### src/rtl/cpu_ctrl_pkg.sv
// rtl/cpu_ctrl_pkg.sv - shared opcodes, control bundle layout and select encodings for ctrl_pipe
package cpu_ctrl_pkg;

    localparam logic [5:0] OP_RTYPE = 6'h00;
    localparam logic [5:0] OP_J     = 6'h02;
    localparam logic [5:0] OP_JAL   = 6'h03;
    localparam logic [5:0] OP_BEQ   = 6'h04;
    localparam logic [5:0] OP_ADDI  = 6'h08;
    localparam logic [5:0] OP_LW    = 6'h23;
    localparam logic [5:0] OP_SB    = 6'h28;
    localparam logic [5:0] OP_SW    = 6'h2b;

    localparam logic [1:0] WordWork = 2'b01;
    localparam logic [1:0] ByteWork = 2'b10;

    localparam int WB_W = 2;
    localparam int M_W  = 4;
    localparam int EX_W = 8;

    localparam int WB_MEMTOREG_BIT = 1;
    localparam int WB_REGWRITE_BIT = 0;
    localparam int M_READ_LSB      = 2;
    localparam int M_WRITE_LSB     = 0;
    localparam int EX_ALUSRC_BIT   = 7;
    localparam int EX_ALUOP_LSB    = 1;
    localparam int EX_REGDST_BIT   = 0;

    typedef struct packed {
        logic memtoreg;
        logic regwrite;
    } wb_t;

    typedef struct packed {
        logic [1:0] mem_read;
        logic [1:0] mem_write;
    } m_t;

    typedef struct packed {
        logic       alusrc;
        logic [5:0] aluop;
        logic       regdst;
    } ex_t;

    typedef struct packed {
        wb_t wb;
        m_t  m;
        ex_t ex;
    } ctrl_t;

    localparam ctrl_t CTRL_BUBBLE = '0;

    localparam logic [1:0] FWD_REG   = 2'b00;
    localparam logic [1:0] FWD_EXMEM = 2'b10;
    localparam logic [1:0] FWD_MEMWB = 2'b01;

endpackage

### src/rtl/ctrl_pipe_if.sv
// rtl/ctrl_pipe_if.sv - decoder-side inputs and per-stage datapath control of ctrl_pipe
interface ctrl_pipe_if #(
    parameter int REG_W = 5
);
    logic [1:0]       id_wb;
    logic [3:0]       id_m;
    logic [7:0]       id_ex;
    logic             id_jump;
    logic [REG_W-1:0] id_rs;
    logic [REG_W-1:0] id_rt;
    logic [REG_W-1:0] id_rd;
    logic             flush;
    logic             stall;
    logic             ex_alusrc;
    logic [5:0]       ex_aluop;
    logic             ex_regdst;
    logic [1:0]       mem_read;
    logic [1:0]       mem_write;
    logic             wb_memtoreg;
    logic             wb_regwrite;
    logic [REG_W-1:0] wb_dest;
    logic [1:0]       fwd_a;
    logic [1:0]       fwd_b;

    modport master (
        output id_wb, id_m, id_ex, id_jump, id_rs, id_rt, id_rd, flush,
        input  stall, ex_alusrc, ex_aluop, ex_regdst, mem_read, mem_write,
               wb_memtoreg, wb_regwrite, wb_dest, fwd_a, fwd_b
    );

    modport slave (
        input  id_wb, id_m, id_ex, id_jump, id_rs, id_rt, id_rd, flush,
        output stall, ex_alusrc, ex_aluop, ex_regdst, mem_read, mem_write,
               wb_memtoreg, wb_regwrite, wb_dest, fwd_a, fwd_b
    );

endinterface

### src/rtl/hazard_detect.sv
// rtl/hazard_detect.sv - combinational stall and forwarding-select logic
// CTRL_PIPE_FWD_EN: forwarding selects live, only load-use stalls; otherwise any RAW stalls.
module hazard_detect
    import cpu_ctrl_pkg::*;
#(
    parameter int REG_W = 5
) (
    input  logic [REG_W-1:0] id_rs_i,
    input  logic [REG_W-1:0] id_rt_i,
    input  logic [1:0]       idex_mem_read_i,
    input  logic             idex_regwrite_i,
    input  logic [REG_W-1:0] idex_dest_i,
    input  logic [REG_W-1:0] idex_rs_i,
    input  logic [REG_W-1:0] idex_rt_i,
    input  logic             exmem_regwrite_i,
    input  logic [REG_W-1:0] exmem_dest_i,
    input  logic             memwb_regwrite_i,
    input  logic [REG_W-1:0] memwb_dest_i,
    output logic             stall_o,
    output logic [1:0]       fwd_a_o,
    output logic [1:0]       fwd_b_o
);

    // Register 0 is hardwired, so a $0 destination never produces a dependency.
    function automatic logic hit(input logic wr, input logic [REG_W-1:0] dest,
                                 input logic [REG_W-1:0] src);
        return wr && (dest != '0) && (dest == src);
    endfunction

    logic load_use;
    assign load_use = hit(idex_mem_read_i != 2'b00, idex_dest_i, id_rs_i)
                    | hit(idex_mem_read_i != 2'b00, idex_dest_i, id_rt_i);

`ifdef CTRL_PIPE_FWD_EN
    always_comb begin
        fwd_a_o = FWD_REG;
        fwd_b_o = FWD_REG;
        if (hit(exmem_regwrite_i, exmem_dest_i, idex_rs_i)) begin
            fwd_a_o = FWD_EXMEM;
        end else if (hit(memwb_regwrite_i, memwb_dest_i, idex_rs_i)) begin
            fwd_a_o = FWD_MEMWB;
        end
        if (hit(exmem_regwrite_i, exmem_dest_i, idex_rt_i)) begin
            fwd_b_o = FWD_EXMEM;
        end else if (hit(memwb_regwrite_i, memwb_dest_i, idex_rt_i)) begin
            fwd_b_o = FWD_MEMWB;
        end
    end

    assign stall_o = load_use;

    logic unused_raw;
    assign unused_raw = idex_regwrite_i;
`else
    assign stall_o = load_use
                   | hit(idex_regwrite_i,  idex_dest_i,  id_rs_i)
                   | hit(idex_regwrite_i,  idex_dest_i,  id_rt_i)
                   | hit(exmem_regwrite_i, exmem_dest_i, id_rs_i)
                   | hit(exmem_regwrite_i, exmem_dest_i, id_rt_i);
    assign fwd_a_o = FWD_REG;
    assign fwd_b_o = FWD_REG;

    logic unused_fwd;
    assign unused_fwd = ^{idex_rs_i, idex_rt_i, memwb_regwrite_i, memwb_dest_i};
`endif

endmodule

### src/rtl/ctrl_pipe.sv
// rtl/ctrl_pipe.sv - ID/EX, EX/MEM, MEM/WB control pipeline with load-use stall and flush
// Forwarding selects are generated only when CTRL_PIPE_FWD_EN is defined.
module ctrl_pipe
    import cpu_ctrl_pkg::*;
#(
    parameter int REG_W   = 5,
    parameter int JAL_REG = 31
) (
    input  logic        clk,
    input  logic        rst_n,
    ctrl_pipe_if.slave  bus
);

    localparam logic [REG_W-1:0] JAL_DEST = REG_W'(JAL_REG);

    typedef struct packed {
        ctrl_t            ctrl;
        logic [REG_W-1:0] dest;
        logic [REG_W-1:0] rs;
        logic [REG_W-1:0] rt;
    } idex_t;

    typedef struct packed {
        wb_t              wb;
        m_t               m;
        logic [REG_W-1:0] dest;
    } exmem_t;

    typedef struct packed {
        wb_t              wb;
        logic [REG_W-1:0] dest;
    } memwb_t;

    idex_t  idex_q,  idex_d;
    exmem_t exmem_q, exmem_d;
    memwb_t memwb_q, memwb_d;

    ctrl_t            id_ctrl;
    logic [REG_W-1:0] id_dest;
    logic             stall;

    assign id_ctrl = ctrl_t'({bus.id_wb, bus.id_m, bus.id_ex});

    always_comb begin
        id_dest = bus.id_rt;
        if (bus.id_jump && id_ctrl.wb.regwrite) begin
            id_dest = JAL_DEST;
        end else if (id_ctrl.ex.regdst) begin
            id_dest = bus.id_rd;
        end
    end

    hazard_detect #(.REG_W(REG_W)) u_hazard_detect (
        .id_rs_i          (bus.id_rs),
        .id_rt_i          (bus.id_rt),
        .idex_mem_read_i  (idex_q.ctrl.m.mem_read),
        .idex_regwrite_i  (idex_q.ctrl.wb.regwrite),
        .idex_dest_i      (idex_q.dest),
        .idex_rs_i        (idex_q.rs),
        .idex_rt_i        (idex_q.rt),
        .exmem_regwrite_i (exmem_q.wb.regwrite),
        .exmem_dest_i     (exmem_q.dest),
        .memwb_regwrite_i (memwb_q.wb.regwrite),
        .memwb_dest_i     (memwb_q.dest),
        .stall_o          (stall),
        .fwd_a_o          (bus.fwd_a),
        .fwd_b_o          (bus.fwd_b)
    );

    // Flush or stall only replaces the ID/EX entry; later stages always advance.
    always_comb begin
        idex_d = '0;
        idex_d.ctrl = CTRL_BUBBLE;
        if (!(bus.flush || stall)) begin
            idex_d.ctrl = id_ctrl;
            idex_d.dest = id_dest;
            idex_d.rs   = bus.id_rs;
            idex_d.rt   = bus.id_rt;
        end
        exmem_d = {idex_q.ctrl.wb, idex_q.ctrl.m, idex_q.dest};
        memwb_d = {exmem_q.wb, exmem_q.dest};
    end

    always_ff @(posedge clk or negedge rst_n) begin
        if (!rst_n) begin
            idex_q  <= '0;
            exmem_q <= '0;
            memwb_q <= '0;
        end else begin
            idex_q  <= idex_d;
            exmem_q <= exmem_d;
            memwb_q <= memwb_d;
        end
    end

    assign bus.stall       = stall;
    assign bus.ex_alusrc   = idex_q.ctrl.ex.alusrc;
    assign bus.ex_aluop    = idex_q.ctrl.ex.aluop;
    assign bus.ex_regdst   = idex_q.ctrl.ex.regdst;
    assign bus.mem_read    = exmem_q.m.mem_read;
    assign bus.mem_write   = exmem_q.m.mem_write;
    assign bus.wb_memtoreg = memwb_q.wb.memtoreg;
    assign bus.wb_regwrite = memwb_q.wb.regwrite;
    assign bus.wb_dest     = memwb_q.dest;

endmodule

### src/flat_wrapper.sv
// flat-port wrapper written by rule: the top's interface ports become plain ports
module ctrl_pipe_flat import cpu_ctrl_pkg::*;
#(
    parameter int REG_W   = 5,
    parameter int JAL_REG = 31
)
  (clk, rst_n, bus_id_wb, bus_id_m, bus_id_ex, bus_id_jump, bus_id_rs, bus_id_rt, bus_id_rd, bus_flush, bus_stall, bus_ex_alusrc, bus_ex_aluop, bus_ex_regdst, bus_mem_read, bus_mem_write, bus_wb_memtoreg, bus_wb_regwrite, bus_wb_dest, bus_fwd_a, bus_fwd_b);
  ctrl_pipe_if #(.REG_W(REG_W)) bus_i ();
  input  logic clk;
  input  logic rst_n;
  input wire logic [$bits(bus_i.id_wb)-1:0] bus_id_wb;
  input wire logic [$bits(bus_i.id_m)-1:0] bus_id_m;
  input wire logic [$bits(bus_i.id_ex)-1:0] bus_id_ex;
  input wire logic [$bits(bus_i.id_jump)-1:0] bus_id_jump;
  input wire logic [$bits(bus_i.id_rs)-1:0] bus_id_rs;
  input wire logic [$bits(bus_i.id_rt)-1:0] bus_id_rt;
  input wire logic [$bits(bus_i.id_rd)-1:0] bus_id_rd;
  input wire logic [$bits(bus_i.flush)-1:0] bus_flush;
  output wire logic [$bits(bus_i.stall)-1:0] bus_stall;
  output wire logic [$bits(bus_i.ex_alusrc)-1:0] bus_ex_alusrc;
  output wire logic [$bits(bus_i.ex_aluop)-1:0] bus_ex_aluop;
  output wire logic [$bits(bus_i.ex_regdst)-1:0] bus_ex_regdst;
  output wire logic [$bits(bus_i.mem_read)-1:0] bus_mem_read;
  output wire logic [$bits(bus_i.mem_write)-1:0] bus_mem_write;
  output wire logic [$bits(bus_i.wb_memtoreg)-1:0] bus_wb_memtoreg;
  output wire logic [$bits(bus_i.wb_regwrite)-1:0] bus_wb_regwrite;
  output wire logic [$bits(bus_i.wb_dest)-1:0] bus_wb_dest;
  output wire logic [$bits(bus_i.fwd_a)-1:0] bus_fwd_a;
  output wire logic [$bits(bus_i.fwd_b)-1:0] bus_fwd_b;
  assign bus_i.id_wb = bus_id_wb;
  assign bus_i.id_m = bus_id_m;
  assign bus_i.id_ex = bus_id_ex;
  assign bus_i.id_jump = bus_id_jump;
  assign bus_i.id_rs = bus_id_rs;
  assign bus_i.id_rt = bus_id_rt;
  assign bus_i.id_rd = bus_id_rd;
  assign bus_i.flush = bus_flush;
  assign bus_stall = bus_i.stall;
  assign bus_ex_alusrc = bus_i.ex_alusrc;
  assign bus_ex_aluop = bus_i.ex_aluop;
  assign bus_ex_regdst = bus_i.ex_regdst;
  assign bus_mem_read = bus_i.mem_read;
  assign bus_mem_write = bus_i.mem_write;
  assign bus_wb_memtoreg = bus_i.wb_memtoreg;
  assign bus_wb_regwrite = bus_i.wb_regwrite;
  assign bus_wb_dest = bus_i.wb_dest;
  assign bus_fwd_a = bus_i.fwd_a;
  assign bus_fwd_b = bus_i.fwd_b;
  ctrl_pipe #(.REG_W(REG_W), .JAL_REG(JAL_REG)) u_core (.clk(clk), .rst_n(rst_n), .bus(bus_i));
endmodule
### config.mk
export PLATFORM = sky130hd
export DESIGN_NAME = ctrl_pipe_flat
export DESIGN_NICKNAME = d
export VERILOG_FILES = /design/src/rtl/cpu_ctrl_pkg.sv /design/src/rtl/ctrl_pipe_if.sv /design/src/rtl/hazard_detect.sv /design/src/rtl/ctrl_pipe.sv /design/src/flat_wrapper.sv
export SDC_FILE = /design/constraint.sdc
export NUM_CORES = 1
export LEC_CHECK = 0
export ABC_AREA = 1
export CORE_UTILIZATION = 50
export CTS_BUF_LIST = sky130_fd_sc_hd__clkbuf_2 sky130_fd_sc_hd__clkbuf_4 sky130_fd_sc_hd__clkbuf_8
export CTS_CLUSTER_SIZE = 30
export DETAILED_ROUTE_END_ITERATION = 8
export PLACE_DENSITY = 0.95
export SLEW_MARGIN = 20
export SYNTH_ARGS = -nofsm -noshare
export SYNTH_HDL_FRONTEND = slang
export SYNTH_SLANG_ARGS = --single-unit
### constraint.sdc
create_clock -name clk -period 3.6 [get_ports clk]
set_clock_uncertainty 0.1 [all_clocks]
set_input_delay 0.72 -clock clk [delete_from_list [all_inputs] [get_ports clk]]
set_output_delay 0.72 -clock clk [all_outputs]
set_load 0.02 [all_outputs]
* Yosys cells after proc, flatten, opt, wreduce, memory -nomap -nowiden
Cells that the tools add are included.
** Storage, ports and cells
- Flip-flop bits (word level) :: 37
- Output and inout bits :: 24
- Input bits :: 33
** Operators by class
- Mux-type cells :: 3
- Equality and inequality tests :: 4
- Bitwise logic cells :: 5
- Reductions and logical operators :: 14
** Operators with widths (count)
- two-way mux 29 bit :: 1
- equality test 5 bit :: 4
- logical AND 1 bit :: 10
- two-way mux 5 bit :: 2
- nonzero test 5 bit :: 2
- OR 1 bit :: 5
- nonzero test 2 bit :: 1
- logical OR 1 bit :: 1

* Logic depth before layout (Yosys ltp)
- Depth in word-level cells :: 10
- Depth in mapped cells :: 10
- Depth with buffers taken out :: 9

* Cells and area by module
Synthesis repeated with hierarchy kept, for this count alone.
** Second synthesis, totals
- Cells, all modules :: 234
- Area, all modules :: 1995.7 µm²
** Modules (own cells, without submodules)
- ctrl_pipe :: area each 1572.8 µm², times used 1, cells each 136
- hazard_detect :: area each 422.9 µm², times used 1, cells each 98

* Least setup slack after synthesis
OpenSTA, ideal clock, no wires.
- Path kind :: in2out
- Start :: in bus_id_rt[3]
- End :: out bus_stall
- Arrival time :: 1.289 ns
- Data required time :: 2.780 ns
- Path buffers :: 0
- Cell stages on the path :: 8
- Path slack :: 1.491 ns
- Path through :: inv_1 nand2_1 nand2_1 nor2_1 nand3_1 nand2_1 nand2_2 nand2_1
** On the way
- Word-level cells in the longest chain between the ends :: 7
** Ends and longest elaborated chain
- start: declaration :: RTL line flat_wrapper.sv:16 : input wire logic [$bits(bus_i.id_rt)-1:0] bus_id_rt;
- equality test 5 bit :: RTL line hazard_detect.sv:27 : return wr && (dest != '0) && (dest == src);
- logical AND 1 bit :: RTL line hazard_detect.sv:27
- OR 1 bit :: RTL line hazard_detect.sv:32 : | hit(idex_mem_read_i != 2'b00, idex_dest_i, id_rt_i);
- OR 1 bit :: RTL line hazard_detect.sv:56 : | hit(idex_regwrite_i, idex_dest_i, id_rs_i)
- OR 1 bit :: RTL line hazard_detect.sv:57 : | hit(idex_regwrite_i, idex_dest_i, id_rt_i)
- OR 1 bit :: RTL line hazard_detect.sv:58 : | hit(exmem_regwrite_i, exmem_dest_i, id_rs_i)
- OR 1 bit * :: RTL line hazard_detect.sv:59 : | hit(exmem_regwrite_i, exmem_dest_i, id_rt_i);
- end: declaration :: RTL line flat_wrapper.sv:19 : output wire logic [$bits(bus_i.stall)-1:0] bus_stall;
Mark *: on every way between the ends. The rest lies on a longest branch, timed or not.

* Worst setup path after layout
- Start :: in bus_id_rs[0]
- End :: out bus_stall
** On the way
- Word-level cells in the longest chain between the ends :: 7
** Ends and longest elaborated chain
- start: declaration :: RTL line flat_wrapper.sv:15 : input wire logic [$bits(bus_i.id_rs)-1:0] bus_id_rs;
- equality test 5 bit :: RTL line hazard_detect.sv:27
- logical AND 1 bit :: RTL line hazard_detect.sv:27
- OR 1 bit :: RTL line hazard_detect.sv:32
- OR 1 bit :: RTL line hazard_detect.sv:56
- OR 1 bit :: RTL line hazard_detect.sv:57
- OR 1 bit * :: RTL line hazard_detect.sv:58
- OR 1 bit * :: RTL line hazard_detect.sv:59
Marked as above.

==> results <==
stage by stage:
stage                     std cells  cell area [um2]
after floorplan                 188             1640
after global placement          274             2130
after detailed placement        274             2130
after CTS                       282             2190
after global routing            282             2190
final                           282             2190
worst paths after layout:
kind                                      endpoint         startpoint  slack (ns)
max                                      bus_stall       bus_id_rs[0]        0.32
max in group asynchronous  u_core.bus.mem_write[1]              rst_n        2.55
min reg2reg                u_core.bus.mem_write[0]  u_core.exmem_d[5]        0.26
min                        u_core.bus.mem_write[0]  u_core.exmem_d[5]        0.26
max reg2reg                      u_core.exmem_d[1]  u_core.exmem_d[4]        2.03
min in group asynchronous        u_core.exmem_q[1]              rst_n        0.35
power groups by stage:
stage	clock, mW	sequential [mW]	combinational [mW]
after floorplan	0	0.486	0.0880
after global placement	0	0.472	0.181
after detailed placement	0	0.474	0.185
after CTS	0.234	0.466	0.186
after global routing	0.251	0.469	0.203
final	0.223	0.466	0.186
routing by layer:
| layer | vias up | GRT usage |
|---|---|---|
| li1 | 639 | - |
| met1 | 591 | 0.191 |
| met2 | 57 | 0.326 |
| met3 | 6 | 0.107 |
| met4 | 0 | 0.105 |
| met5 | - | 0 |
kinds of logic (layout without fill, tap and decap cells):
family	Yosys count	after routing	synth area share
compound gates	12	12	0.0384
xor+xnor	6	6	0.0323
buf+inv	46	96	0.131
flops	37	37	0.568
other cells	1	4	0.00230
simple gates	83	83	0.227
area by class of cell:
cell class                      instances  area [um2]
Inverter                               36         135
Fill cell                             242         886
Multi-Input combinational cell        105         500
Clock buffer                            8        60.1
Tap cell                               44        55.1
Sequential cell                        37         926
Timing Repair Buffer                   52         515
worst reg2reg max path: cells and delay by family, from the launching register on:
kind / cells / cell delay, ns
and+or+nand+nor: 5 / 0.78
DFF: 1 / 0.46
AOI/OAI and AO/OA: 1 / 0.09
buffers and inverters: 1 / 0.08
sequential cells by signal, summed over array words and instances (netlist names):
signal / cells
u_core.exmem_d: 11
u_core.exmem_q: 7
u_core.bus.ex_aluop: 6
u_core.bus.wb_dest: 5
u_core.bus.mem_read: 2
u_core.bus.mem_write: 2
u_core.bus.ex_alusrc: 1
u_core.bus.ex_regdst: 1
u_core.bus.wb_memtoreg: 1
u_core.bus.wb_regwrite: 1
cells in the final DEF (no fill, tap or decap), drive strengths merged:
cell           Yosys  routed
o21ai              6       6
xnor2              4       4
dfrtp             37      37
conb               1       4
clkdlybuf4s50      0      51
nand4              2       2
buf                9       1
nor2              28      28
nand3              5       5
xor2               2       2
clkbuf             1       8
nand2             48      48
a21oi              5       5
o31ai              1       1
inv               36      36
==> impl_metrics.toml <==
[logic_synthesis]
synth-edff-count = 0
syn_inst = 185
synth_seq_cells = 37
synthFlopType = "dfrtp_1"
syn_area_mm2 = 0.00163
synth_area_leaders = "dfrtp_1, nand2_1, inv_1"
syn_avg_cell_area_um2 = 8.81
synth-seq-area-share = 0.568
yosys.area.top_type = "dfrtp_1"
synth_top_area_share = 0.568
synth_warnings = 0
async_reset_ff_frac = 1.00
synthTopCellsByCount = "nand2_1, dfrtp_1, inv_1"
synthDistinctLibCells = 20
synth.most_common_cell = "nand2_1"

[sta]
report.final.slew_viol_count = 0
layout_setup_ws_ns = 0.324
fmaxAchievable_ghz = 0.305
tightest_slew_ns = 0.782
hold_slack_ns = 0.258
tns_ns = 0
max_slew_margin = 0.479
grt_setup_unrepaired = "false"
setup_viol = 0
hold_viol = 0
post-route-min-period_ns = 3.28
finalCritPeriodShare = 0.910

[floorplan]
rows = 20
coreArea_mm2 = 0.00308
die_area_mm2 = 0.00349
initial_core_util = 0.529
die_w_um = 59.1
fp.dieH_um = 59.1
io_pins = 57

[clocking]
clkTransAtPathRegs_ns = 0.09
cts_buffers = 5
cts_resized = 0
post-cts-setup-buffers = 0
cts_root_buffer = "clkbuf_4"
clk_path_buf_depth = 2
clkSinkCount = 37
htreeDepth = 2
cts_hold_buf = 0
clock_latency_ns = 0.34
cts_tree = "built"

[cells_and_area]
area_growth_pct = 34.6
fin_nets = 270
drive_gt1_frac = 0.0924
antenna_cells = 0
post-route-util = 0.712

[power]
sw_frac_of_total = 0.274
power_density_mw_per_mm2 = 399
pwr-share-clk = 0.255
peakVddDrop_mv = 0.269
intPower_mw = 0.635
seq_power_share = 0.533
p_leak_nw = 1.15
p_switching_mw = 0.240
fin_total_pwr_mw = 0.875
comb_power_share = 0.212

[global_routing]
grt-ovfl-total = 0
antenna_found_initial = 0
grtUsageTotal = 0.195
grt_pass1_wl_mm = 4.78
grt_max_degree = 38
grt_pass1_vias = 1120

[worst_setup_path]
crit_family = "buffers and inverters"
cp.required_ns = 2.78
worst_setup_path_end_kind = "primary output"
critPathMostFrequentCell = "nand2_1"
path_buf_inv = 3
path_depth = 10
cp_cell_sequence = "clkdlybuf4s50_1, inv_1, nand2_1, nand2_1, nor2_1, nand3_1, nand2_1, nand2_2, nand2_1, clkdlybuf4s50_1"
worstPathMaxFanout = 3
arrival_ns = 2.46
crit_path_start_kind = "input pin"
crit_slowest_cell = "clkdlybuf4s50_1"
critPathMaxStageDelay_ns = 0.60
r2r_cells = 7
crit_type = "input pin to primary output"

[route]
drc_errors = 0
drtAntennaViolNets = 0
met2_length_mm = 1.55
drt_pass1_iterations = 4
routedWlPerCell_um = 10.9
routed_via_density = 4.59
top_layer = "met4"
wl_mm = 3.07
routed-wl-met3_um = 326
drtIter0Drc = 53
num_vias = 1293
wl_met1_mm = 1.13

[place]
pre_cts_slack_ns = 0.352
hpwl_mm = 2.29
io_buffers = 52
place_congestion = 0.871

[min_path]
holdCritPathClass = "flop to flop"
whs_path_depth = 0

[flow_run]
drv_cap = 0

[run_status]
status = "completed"
Power figures use the tool's default switching activity.
